===== config.mk =====
export PLATFORM = sky130hd
export DESIGN_NAME = hazard_unit
export DESIGN_NICKNAME = d
export VERILOG_FILES = /design/src/rtl/hazard_unit.sv
export SDC_FILE = /design/constraint.sdc
export NUM_CORES = 1
export LEC_CHECK = 0
export ABC_AREA = 1
export CORE_ASPECT_RATIO = 0.8
export CORE_UTILIZATION = 53
export DETAILED_ROUTE_END_ITERATION = 6
export PLACE_DENSITY = 0.87
export SKIP_LAST_GASP = 1
export SLEW_MARGIN = 20
export SYNTH_ARGS = -nofsm -noshare
export SYNTH_HDL_FRONTEND = slang
export SYNTH_SLANG_ARGS = --single-unit

===== constraint.sdc =====
create_clock -name CLK -period 3.35 [get_ports CLK]
set_input_delay 0.67 -clock CLK [delete_from_list [all_inputs] [get_ports CLK]]
set_output_delay 0.67 -clock CLK [all_outputs]
set_load 0.02 [all_outputs]

===== src/rtl/hazard_unit.sv =====
// rtl/hazard_unit.sv - load-use stall, branch flush and EX operand forwarding for the 5-stage pipeline
module hazard_unit #(
    parameter int CNT_W = 16
) (
    input  logic             CLK,
    input  logic             Reset,
    input  logic             ID_Valid,
    input  logic [4:0]       ID_Rs,
    input  logic [4:0]       ID_Rt,
    input  logic             ID_UsesRs,
    input  logic             ID_UsesRt,
    input  logic [4:0]       ID_WriteReg,
    input  logic             ID_RegWre,
    input  logic             ID_MemRead,
    input  logic             ID_Halt,
    input  logic             MEM_BranchTaken,
    output logic             Branch,
    output logic             ControlSrc,
    output logic [1:0]       ForwardA,
    output logic [1:0]       ForwardB,
    output logic [CNT_W-1:0] StallCount,
    output logic [CNT_W-1:0] FlushCount,
    output logic             Halted
);

    typedef struct packed {
        logic       valid;
        logic [4:0] write_reg;
        logic       reg_wre;
        logic       mem_read;
        logic       halt;
    } stage_t;

    stage_t     id_s;
    stage_t     ex_q;
    stage_t     mem_q;
    stage_t     wb_q;
    logic [4:0] ex_rs;
    logic [4:0] ex_rt;
    logic       ex_uses_rs;
    logic       ex_uses_rt;

    logic       load_hit;
    logic       mem_fwd;
    logic       wb_fwd;

    localparam logic [CNT_W-1:0] CNT_ONE = {{(CNT_W-1){1'b0}}, 1'b1};

    always_comb begin
        id_s           = '0;
        id_s.valid     = ID_Valid;
        id_s.write_reg = ID_WriteReg;
        id_s.reg_wre   = ID_RegWre;
        id_s.mem_read  = ID_MemRead;
        id_s.halt      = ID_Halt;
    end

    // A nonzero EX destination can only match a nonzero source, so $0 never stalls.
    always_comb begin
        load_hit = 1'b0;
        if (ex_q.valid && ex_q.mem_read && (ex_q.write_reg != 5'd0)) begin
            load_hit = ((ex_q.write_reg == ID_Rs) && ID_UsesRs) ||
                       ((ex_q.write_reg == ID_Rt) && ID_UsesRt);
        end
    end

    assign Branch     = MEM_BranchTaken & mem_q.valid;
    assign ControlSrc = ID_Valid & load_hit & ~Branch;

    // Loads in MEM have no data yet; the stall ensures they are picked up from WB.
    assign mem_fwd = mem_q.valid & mem_q.reg_wre & (mem_q.write_reg != 5'd0) & ~mem_q.mem_read;
    assign wb_fwd  = wb_q.valid & wb_q.reg_wre & (wb_q.write_reg != 5'd0);

    always_comb begin
        ForwardA = 2'b00;
        ForwardB = 2'b00;
        if (ex_q.valid && ex_uses_rs) begin
            if (mem_fwd && (mem_q.write_reg == ex_rs)) begin
                ForwardA = 2'b01;
            end else if (wb_fwd && (wb_q.write_reg == ex_rs)) begin
                ForwardA = 2'b10;
            end
        end
        if (ex_q.valid && ex_uses_rt) begin
            if (mem_fwd && (mem_q.write_reg == ex_rt)) begin
                ForwardB = 2'b01;
            end else if (wb_fwd && (wb_q.write_reg == ex_rt)) begin
                ForwardB = 2'b10;
            end
        end
    end

    always_ff @(posedge CLK or negedge Reset) begin
        if (!Reset) begin
            ex_q       <= '0;
            mem_q      <= '0;
            wb_q       <= '0;
            ex_rs      <= 5'd0;
            ex_rt      <= 5'd0;
            ex_uses_rs <= 1'b0;
            ex_uses_rt <= 1'b0;
        end else begin
            wb_q <= mem_q;
            if (Branch) begin
                ex_q       <= '0;
                mem_q      <= '0;
                ex_rs      <= 5'd0;
                ex_rt      <= 5'd0;
                ex_uses_rs <= 1'b0;
                ex_uses_rt <= 1'b0;
            end else if (ControlSrc) begin
                ex_q       <= '0;
                mem_q      <= ex_q;
                ex_rs      <= 5'd0;
                ex_rt      <= 5'd0;
                ex_uses_rs <= 1'b0;
                ex_uses_rt <= 1'b0;
            end else begin
                ex_q       <= id_s;
                mem_q      <= ex_q;
                ex_rs      <= ID_Rs;
                ex_rt      <= ID_Rt;
                ex_uses_rs <= ID_UsesRs;
                ex_uses_rt <= ID_UsesRt;
            end
        end
    end

    always_ff @(posedge CLK or negedge Reset) begin
        if (!Reset) begin
            StallCount <= '0;
            FlushCount <= '0;
            Halted     <= 1'b0;
        end else begin
            if (ControlSrc && (StallCount != '1)) begin
                StallCount <= StallCount + CNT_ONE;
            end
            if (Branch && (FlushCount != '1)) begin
                FlushCount <= FlushCount + CNT_ONE;
            end
            if (wb_q.valid && wb_q.halt) begin
                Halted <= 1'b1;
            end
        end
    end

endmodule


==> results of run 1 <==
-- worst min-delay path by stage --
stage	startpoint	to	slack (ns)	depth (start not counted)
final	mem_q[0]$_DFF_PN0_	wb_q[0]$_DFF_PN0_	0.35	0
after floorplan	mem_q[0]$_DFF_PN0_	wb_q[0]$_DFF_PN0_	0.33	0
after detailed placement	mem_q[0]$_DFF_PN0_	wb_q[0]$_DFF_PN0_	0.34	0
after global placement	mem_q[0]$_DFF_PN0_	wb_q[0]$_DFF_PN0_	0.33	0
after CTS	mem_q[0]$_DFF_PN0_	wb_q[0]$_DFF_PN0_	0.35	0
after global routing	mem_q[0]$_DFF_PN0_	wb_q[0]$_DFF_PN0_	0.37	0
-- layer usage --
layer,track usage,up-vias,part of all wire
li1,-,1386,-
met1,0.277,1368,0.42
met3,0.0613,12,0.063
met5,0,-,0
met2,0.422,91,0.50
met4,0.111,0,0.016
-- state kept, by name, indices dropped and copies added, names as in the netlist --
signal      count
ex_rt           5
ex_rs           5
FlushCount     16
Halted          1
wb_q            8
mem_q           9
ex_uses_rs      1
ex_q            9
StallCount     16
ex_uses_rt      1
-- cells by family after synthesis --
logic type | count (synthesis)
compound gates | 10
xor+xnor | 40
fa+ha+maj | 2
buf+inv | 52
flops | 71
simple gates | 223
-- power by group through the flow --
stage	clock (mW)	combinational, mW	sequential (mW)
5_1_grt	0.781	0.357	1.01
3_3_place_gp	0	0.316	1.01
4_1_cts	0.745	0.326	1.00
6_report	0.729	0.323	1.00
3_5_place_dp	0	0.324	1.01
2_1_floorplan	0	0.142	1.04
-- area by class of cell --
cell class / instances / area, µm²
inverter: 46 / 175
multi-input combinational: 275 / 1450
clock inverter: 6 / 85.1
sequential: 71 / 1780
fill: 460 / 1700
clock buffer: 10 / 128
timing repair buffer: 67 / 653
tap: 81 / 101
-- through the flow --
step	instances	total power, mW	hold slack (ns)
floorplan	398	1.18	0.331
global placement	540	1.33	0.334
detailed placement	540	1.34	0.338
CTS	556	2.07	0.355
global route	556	2.15	0.372
finish	556	2.05	0.352
-- worst register-to-register path: cells and delay by family, from the launching register on --
kind,cells,cell delay (ns)
fa+ha+maj,1,0.23
xor+xnor,1,0.16
buf+inv,2,0.34
flops,1,0.42
simple gates,5,0.74
-- cell usage in the layout, fill, tap and decap left out --
master	netlist	routed
nand2_4	2	2
nor3_2	1	1
nand3b_1	2	2
o21ai_0	3	3
inv_4	1	1
nor2b_1	2	2
buf_4	1	5
clkinvlp_4	0	2
a221oi_1	2	2
clkbuf_8	0	9
nand3_2	2	2
nand2_2	1	1
nor3_1	15	15
nor3b_1	1	1
inv_1	39	39
buf_2	2	1
inv_2	6	6
nor2_1	55	55
clkdlybuf4s50_1	0	61
clkbuf_1	2	1
clkinv_2	0	2
ha_1	2	2
nand4_1	10	10
o21bai_1	1	1
nor4_1	5	5
a21o_1	1	1
xnor2_1	23	23
xor2_1	17	17
nand2_1	103	103
or2_2	4	4
nand3_1	16	16
nand4_2	1	1
bufinv_16	0	2
a21oi_1	2	2
nor2_4	3	3
dfrtp_1	71	71
a31oi_1	1	1
==> results.toml, run 1 <==
[outcome]
status = "finished clean"

[synthesis]
synth_top_cell_area_share = 0.517
yosysUniqueCellTypes = 33
synth_ff_type = "dfrtp_1"
synthMuxAreaShare = 0
yosys.area.top_type = "dfrtp_1"
yosys-top-cells-area = "dfrtp_1 52%, nand2_1 11%, nor2_1 6.0%"
synth-seq-cells = 71
synth_area_um2 = 3430
synth_top_family_by_area = "simple AND/OR/NAND/NOR gates"
synth_common_cells = "103 x nand2_1, 71 x dfrtp_1, 55 x nor2_1"
synth_edf_count = 0
synthArstFlopShare = 1.00
yosysWarnings = 0
synth-xor-area-share = 0.102
yosys.cell_count.top_type = "nand2_1"
ys_seq_area_frac = 0.517
avgSynthCellArea_um2 = 8.63
synth_fa_ha_area_frac = 0.00729
synth_compound_area_frac = 0.0186
synthSimpleGateAreaFrac = 0.293
synth_cells = 398
syn-num-nets = 424

[worst_setup_path]
required_ns = 2.68
endpoint_kind = "output pin"
crit_cells = 10
worstReg2RegStart = "FlushCount[0]$_DFFE_PN0P_"
cp_cell_sequence = "clkdlybuf4s50_1, inv_1, nand2_1, nand2_1, nor2_1, nand3_1, nand2_4, nand2_4, inv_4, clkdlybuf4s50_1"
crit_family = "buffers and inverters"
cpPeakStageDelay_ns = 0.59
rr_worst_depth = 9
cp-start-kind = "input pin"
r2r_setup_slack_ns = 1.40
crit_buf_inv = 4
endpoint = "ControlSrc"
critPathLaunch = "ID_Rt[1]"
worstPathArrival_ns = 2.47
crit_type = "input pin to output pin"
rr_endpoint = "FlushCount[8]$_DFFE_PN0P_"
path_max_fanout = 8
critPathSlowestCell = "clkdlybuf4s50_1"

[die]
die_y_um = 74
num_io_pins = 63
fp.dieW_um = 92
floorplan.initialDensity = 0.566
core_area_um2 = 6070
fp-row-count = 25
die_area_um2 = 6810

[final_layout]
nets = 496
area_delta_synth_final_pct = 27.1
final_util = 0.719
diodes = 0
layout-drive-gt1-share = 0.0884
stdcell_area_um2 = 4370

[worst_hold_path]
min_path_type = "flip-flop to flip-flop"

[sta]
period_share = 0.938
fin_crit_ns = 3.14
hold_viol_final = 0
tns_ns = 0
maxSlewHeadroom = 0.427
clock-skew-final_ns = 0.00804
fin_ws_ns = 0.208
setup_violations = 0
worst_pin_slew_ns = 0.860
slew_violations = 0
fmax_ghz = 0.318
rsz0062_at_grt = "no"

[clocking]
cts_setup_buffers = 0
cts_tree = "done"
numCtsBuffers = 9
clkSlewWorstSetupHoldPaths_ns = 0.07
root_buffer = "clkbuf_8"
clock_latency_ns = 0.34
cts_max_path_buffers = 2
htree_num_levels = 3
post_cts_resized = 0
cts.sinks = 71
postCtsHoldBufs = 0

[route]
drcViolationCount = 0
vias = 2857
wl_per_cell_um = 13.1
via_per_inst = 5.14
drtIter0Drc = 196
wirelength_um = 7310
drtAntennaViolNets = 0
dr.pass1.iters = 4

[grt]
grt_pass1_wl_um = 12300
grt_use_total = 0.238
grt_max_degree = 72
grt_antenna_before_repair = 0
overflow = 0
grt_pass1_vias = 2778

[place]
dp_hpwl_um = 5350
io_buffers = 62
place_congestion = 0.885
place_area_um2 = 4150
place_ws_ns = 0.242

[power]
power_per_cell_area_nw_per_um2 = 471
p_leak_nw = 2.09
combPwrFrac = 0.157
internal_power_mw = 1.50
sw_frac_of_total = 0.270
clockPowerShare = 0.355
peakVddDrop_uv = 437
power_frac_seq = 0.488
p_sw_mw = 0.555

[run]
drv_cap = 0
Power figures use the tool's default switching activity.
==> inputs of run 2 (changes only) <==
Settings changed: CELL_PAD_IN_SITES_DETAIL_PLACEMENT set to 0, CELL_PAD_IN_SITES_GLOBAL_PLACEMENT set to 1, CORE_UTILIZATION 53 to 39, PLACE_DENSITY 0.87 to 0.86.
Clock period 3.35 ns to 3.01 ns, I/O delays scaled along.
==> run 2 against run 1 <==
- cell area up 2.3%
- register-to-register slack got worse by 0.09 ns
- critical path type is now flip-flop to output pin
- worst hold slack lost 0.026 ns
- highest routed layer unchanged
- total power increased by 17%
==> results.toml, run 2 (synthesis results as in run 1) <==
[outcome]
status = "finished clean"

[route]
wirelength_um = 7450
drtIter0Drc = 140
drcViolationCount = 0
via_per_inst = 4.63
drtAntennaViolNets = 0
dr.pass1.iters = 5
vias = 2720
wl_per_cell_um = 12.7

[clocking]
cts_setup_buffers = 0
cts_tree = "done"
htree_num_levels = 3
cts_max_path_buffers = 2
numCtsBuffers = 9
clkSlewWorstSetupHoldPaths_ns = 0.07
clock_latency_ns = 0.34
root_buffer = "clkbuf_8"
cts.sinks = 71

[final_layout]
diodes = 0
layout-drive-gt1-share = 0.0924
layout_common_cells = "103 x nand2_1, 71 x dfrtp_1, 60 x clkdlybuf4s50_1"
stdcell_count = 588
nets = 498
reg_top3 = "FlushCount: 16 flops, StallCount: 16 flops"
final_common_cell = "nand2_1"
area_delta_synth_final_pct = 30.0

[run]
drv_cap = 0

[worst_setup_path]
endpoint_kind = "output pin"
crit_type = "flip-flop to output pin"
required_ns = 2.41
worstPathArrival_ns = 2.20
path_max_fanout = 3
cp-start-kind = "flip-flop"

[power]
power_per_cell_area_nw_per_um2 = 537
peakVddDrop_uv = 438
p_leak_nw = 2.14

[grt]
grt_pass1_vias = 2641
grt_max_degree = 39
grt_use_total = 0.178
grt_antenna_before_repair = 0
overflow = 0
grt_pass1_wl_um = 12600

[die]
fp-row-count = 30
die_y_um = 85.9
fp.dieW_um = 107
die_area_um2 = 9190
core_area_um2 = 8520
num_io_pins = 63
floorplan.initialDensity = 0.403

[sta]
fmax_ghz = 0.357
setup_violations = 0
hold_viol_final = 0
period_share = 0.931
fin_ws_ns = 0.209
tns_ns = 0
maxSlewHeadroom = 0.497
worst_pin_slew_ns = 0.754
fin_crit_ns = 2.80
clock-skew-final_ns = 0.00584
slew_violations = 0
rsz0062_at_grt = "no"

[place]
io_buffers = 62
place_ws_ns = 0.0903
numPlacedInstances = 573
place_congestion = 0.819
dp_hpwl_um = 5520

[worst_hold_path]
min_path_type = "input pin to asynchronous set/reset pin"
run 2: cell types whose count changed in the layout (fill, tap and decap cells not counted), sizes merged:
cell and delta:
clkinvlp -1, buf +2, dlymetal6s2s +1, clkdlybuf4s50 -1, clkinv -1, bufinv +1
run 2: repair_timing:
action                     CTS  global route
hold buffers                 0             0
setup endpoints to repair    0             1
resized for setup            0             1
run 2: worst max-delay path: stages (launching register included):
cell             delay [ns]
dfrtp_1                0.40
or2_2                  0.30
a221oi_1               0.35
nand3_1                0.11
nor2_1                 0.10
clkdlybuf4s50_1        0.60
run 2: through the flow:
step / total power, mW / util / cell area, µm² / hold WS (ns)
after CTS: 2.43 / 0.524 / 4460 / 0.348
final: 2.40 / 0.524 / 4470 / 0.326
after detailed placement: 1.50 / 0.495 / 4220 / 0.336
after global placement: 1.49 / 0.495 / 4220 / 0.333
after floorplan: 1.32 / - / 3430 / 0.306
after global routing: 2.52 / 0.524 / 4470 / 0.356
run 2: final timing paths:
path / from / end / slack [ns] / cells past startpoint
setup / recovery: ex_rs[2]$_DFF_PN0_ / ForwardA[1] / 0.21 / 5
hold / removal: Reset / wb_q[7]$_DFF_PN0_ / 0.33 / 1
setup reg to reg: mem_q[8]$_DFF_PN0_ / StallCount[6]$_DFFE_PN0P_ / 1.31 / 10
hold reg to reg: mem_q[0]$_DFF_PN0_ / wb_q[0]$_DFF_PN0_ / 0.35 / 0
max in group asynchronous: Reset / FlushCount[10]$_DFFE_PN0P_ / 2.01 / 2
min in group CLK: mem_q[0]$_DFF_PN0_ / wb_q[0]$_DFF_PN0_ / 0.35 / 0
run 2: area by class of cell:
type / count / area (µm²)
flip-flops and latches: 71 / 1780
clock inverters: 5 / 106
well taps: 112 / 140
clock buffers: 10 / 138
inverters: 46 / 175
fillers: 814 / 4060
multi-input cells: 275 / 1450
repair buffers: 69 / 683
run 2: metal layers:
layer	global-route usage	share of wire	vias to the layer above	wire (µm)
met5	0	0	-	0
met4	0.0585	0.014	0	102
met3	0.0494	0.047	8	353
met2	0.294	0.48	59	3580
met1	0.227	0.46	1261	3410
li1	-	-	1392	-
run 2: power breakdown:
group	total, mW	switching (mW)	internal (mW)
clock	0.917	0.347	0.570
combinational	0.366	0.186	0.179
sequential	1.11	0.0841	1.03
total	2.40	0.618	1.78
==> inputs of run 3 (changes only) <==
Settings changed: CORE_UTILIZATION 39 to 42, CTS_CLUSTER_DIAMETER set to 30, PLACE_DENSITY 0.86 to 0.91.
Clock period 3.01 ns to 3.6 ns, I/O delays scaled along.
==> run 3 against run 2 <==
- the flow now finishes with violations (DRC)
- register-to-register slack gained 0.36 ns
- wire length shrank 2.9%
- setup slack gained 0.22 ns
- first-iteration DRC count shrank 16%
- critical path type is now input pin to output pin
- largest power group unchanged
==> results.toml, run 3 (synthesis results as in run 1) <==
[final_layout]
stdcell_area_um2 = 4360
stdcell_count = 583
multi_input_area_um2 = 1450
regArea_um2 = 1780
final_common_cell = "nand2_1"
diodes = 0
reg_top3 = "FlushCount: 16 flops, StallCount: 16 flops"
nets = 496
final_util = 0.551
layout_common_cells = "103 x nand2_1, 71 x dfrtp_1, 61 x clkdlybuf4s50_1"
area_delta_synth_final_pct = 27.0
layout-drive-gt1-share = 0.0905
fill_cells = 760

[die]
floorplan.initialDensity = 0.434
die_y_um = 82.9
fp-row-count = 29
core_area_um2 = 7910
die_area_um2 = 8550
fp.dieW_um = 103
num_io_pins = 63

[sta]
worst_pin_slew_ns = 0.585
fin_ws_ns = 0.424
period_share = 0.882
fmax_ghz = 0.315
clock-skew-final_ns = 0.00284
rsz0062_at_grt = "no"
hold_viol_final = 0
maxSlewHeadroom = 0.610
slew_violations = 0
tns_ns = 0
setup_violations = 0
holdWs_ns = 0.167
fin_crit_ns = 3.18

[grt]
grt_antenna_before_repair = 0
grt_use_total = 0.191
grt_pass1_vias = 2650
grt_max_degree = 48
grt_pass1_wl_um = 12500
overflow = 0

[power]
fin_total_pwr_mw = 1.78
p_leak_nw = 2.06
peakVddDrop_uv = 236
power_per_cell_area_nw_per_um2 = 408

[route]
via_per_inst = 4.66
drtAntennaViolNets = 0
vias = 2718
drcViolationCount = 2
drtIter0Drc = 118
wl_per_cell_um = 12.4
wirelength_um = 7230
dr.pass1.iters = 6

[clocking]
postCtsHoldBufs = 0
cts.sinks = 71
cts_tree = "done"
numCtsBuffers = 9
clkSlewWorstSetupHoldPaths_ns = 0.07
clock_latency_ns = 0.34
cts_setup_buffers = 0
root_buffer = "clkbuf_8"
htree_num_levels = 3
post_cts_resized = 0
cts_max_path_buffers = 2

[worst_setup_path]
endpoint_kind = "output pin"
crit_type = "input pin to output pin"
cp-start-kind = "input pin"
required_ns = 2.88
cp_cell_sequence = "clkdlybuf4s50_1, inv_1, nand2_1, nand2_1, nor2_1, nand3_1, nand2_4, nand2_4, inv_4, clkdlybuf4s50_1"
critPathLaunch = "ID_Rt[2]"
critPathSlowestCell = "clkdlybuf4s50_1"
rr_worst_depth = 9
worstPathArrival_ns = 2.46
path_max_fanout = 8
cpPeakStageDelay_ns = 0.59
worstReg2RegStart = "FlushCount[0]$_DFFE_PN0P_"

[place]
place_area_um2 = 4190
dp_hpwl_um = 5520
place_congestion = 0.854
numPlacedInstances = 567
place_ws_ns = 0.409
io_buffers = 62

[run]
drv_cap = 0

[outcome]
violations = "DRC"
status = "complete, but fails checks"

[worst_hold_path]
min_path_type = "input pin to asynchronous set/reset pin"
run 3: cell count changes in the layout (fill, tap and decap cells not counted):
cell	previous run	this run
clkbuf_8	10	9
buf_12	1	0
clkinv_4	1	2
bufinv_16	3	0
clkdlybuf4s50_1	60	61
buf_4	6	5
clkinv_2	0	2
clkinvlp_4	1	3
dlymetal6s2s_1	1	0
run 3: path summary, 6_finish.rpt:
check	slack [ns]	to
min	0.17	FlushCount[0]$_DFFE_PN0P_
min in group CLK	0.35	wb_q[0]$_DFF_PN0_
max	0.42	ControlSrc
max in group asynchronous	2.67	mem_q[5]$_DFF_PN0_
max reg2reg	1.67	FlushCount[8]$_DFFE_PN0P_
min reg2reg	0.35	wb_q[0]$_DFF_PN0_
run 3: cell type report:
| cell class | instances | share of cell area |
|---|---|---|
| Inverter | 46 | 0.0402 |
| Clock inverter | 7 | 0.0115 |
| Timing Repair Buffer | 67 | 0.150 |
| Clock buffer | 9 | 0.0284 |
| Multi-Input combinational cell | 275 | 0.332 |
| Tap cell | 108 | 0.0310 |
| Sequential cell | 71 | 0.407 |
run 3: critical path, delay by kind of cell:
kind                   cells  cell delay (ns)
AND/OR/NAND/NOR            6             0.54
buffers and inverters      4             1.19
run 3: per-layer routing:
layer / vias to the layer above / wire length (µm) / track usage
met5: - / 0 / 0
met4: 0 / 55 / 0.0384
met3: 6 / 307 / 0.0648
met2: 48 / 3300 / 0.284
met1: 1273 / 3560 / 0.271
li1: 1391 / - / -
run 3: power breakdown:
group	leakage [nW]	internal [mW]	switching (mW)	total, mW
clock network	0.0812	0.249	0.300	0.549
registers	0.882	0.861	0.0684	0.930
logic	1.10	0.147	0.153	0.299
total	2.06	1.26	0.521	1.78
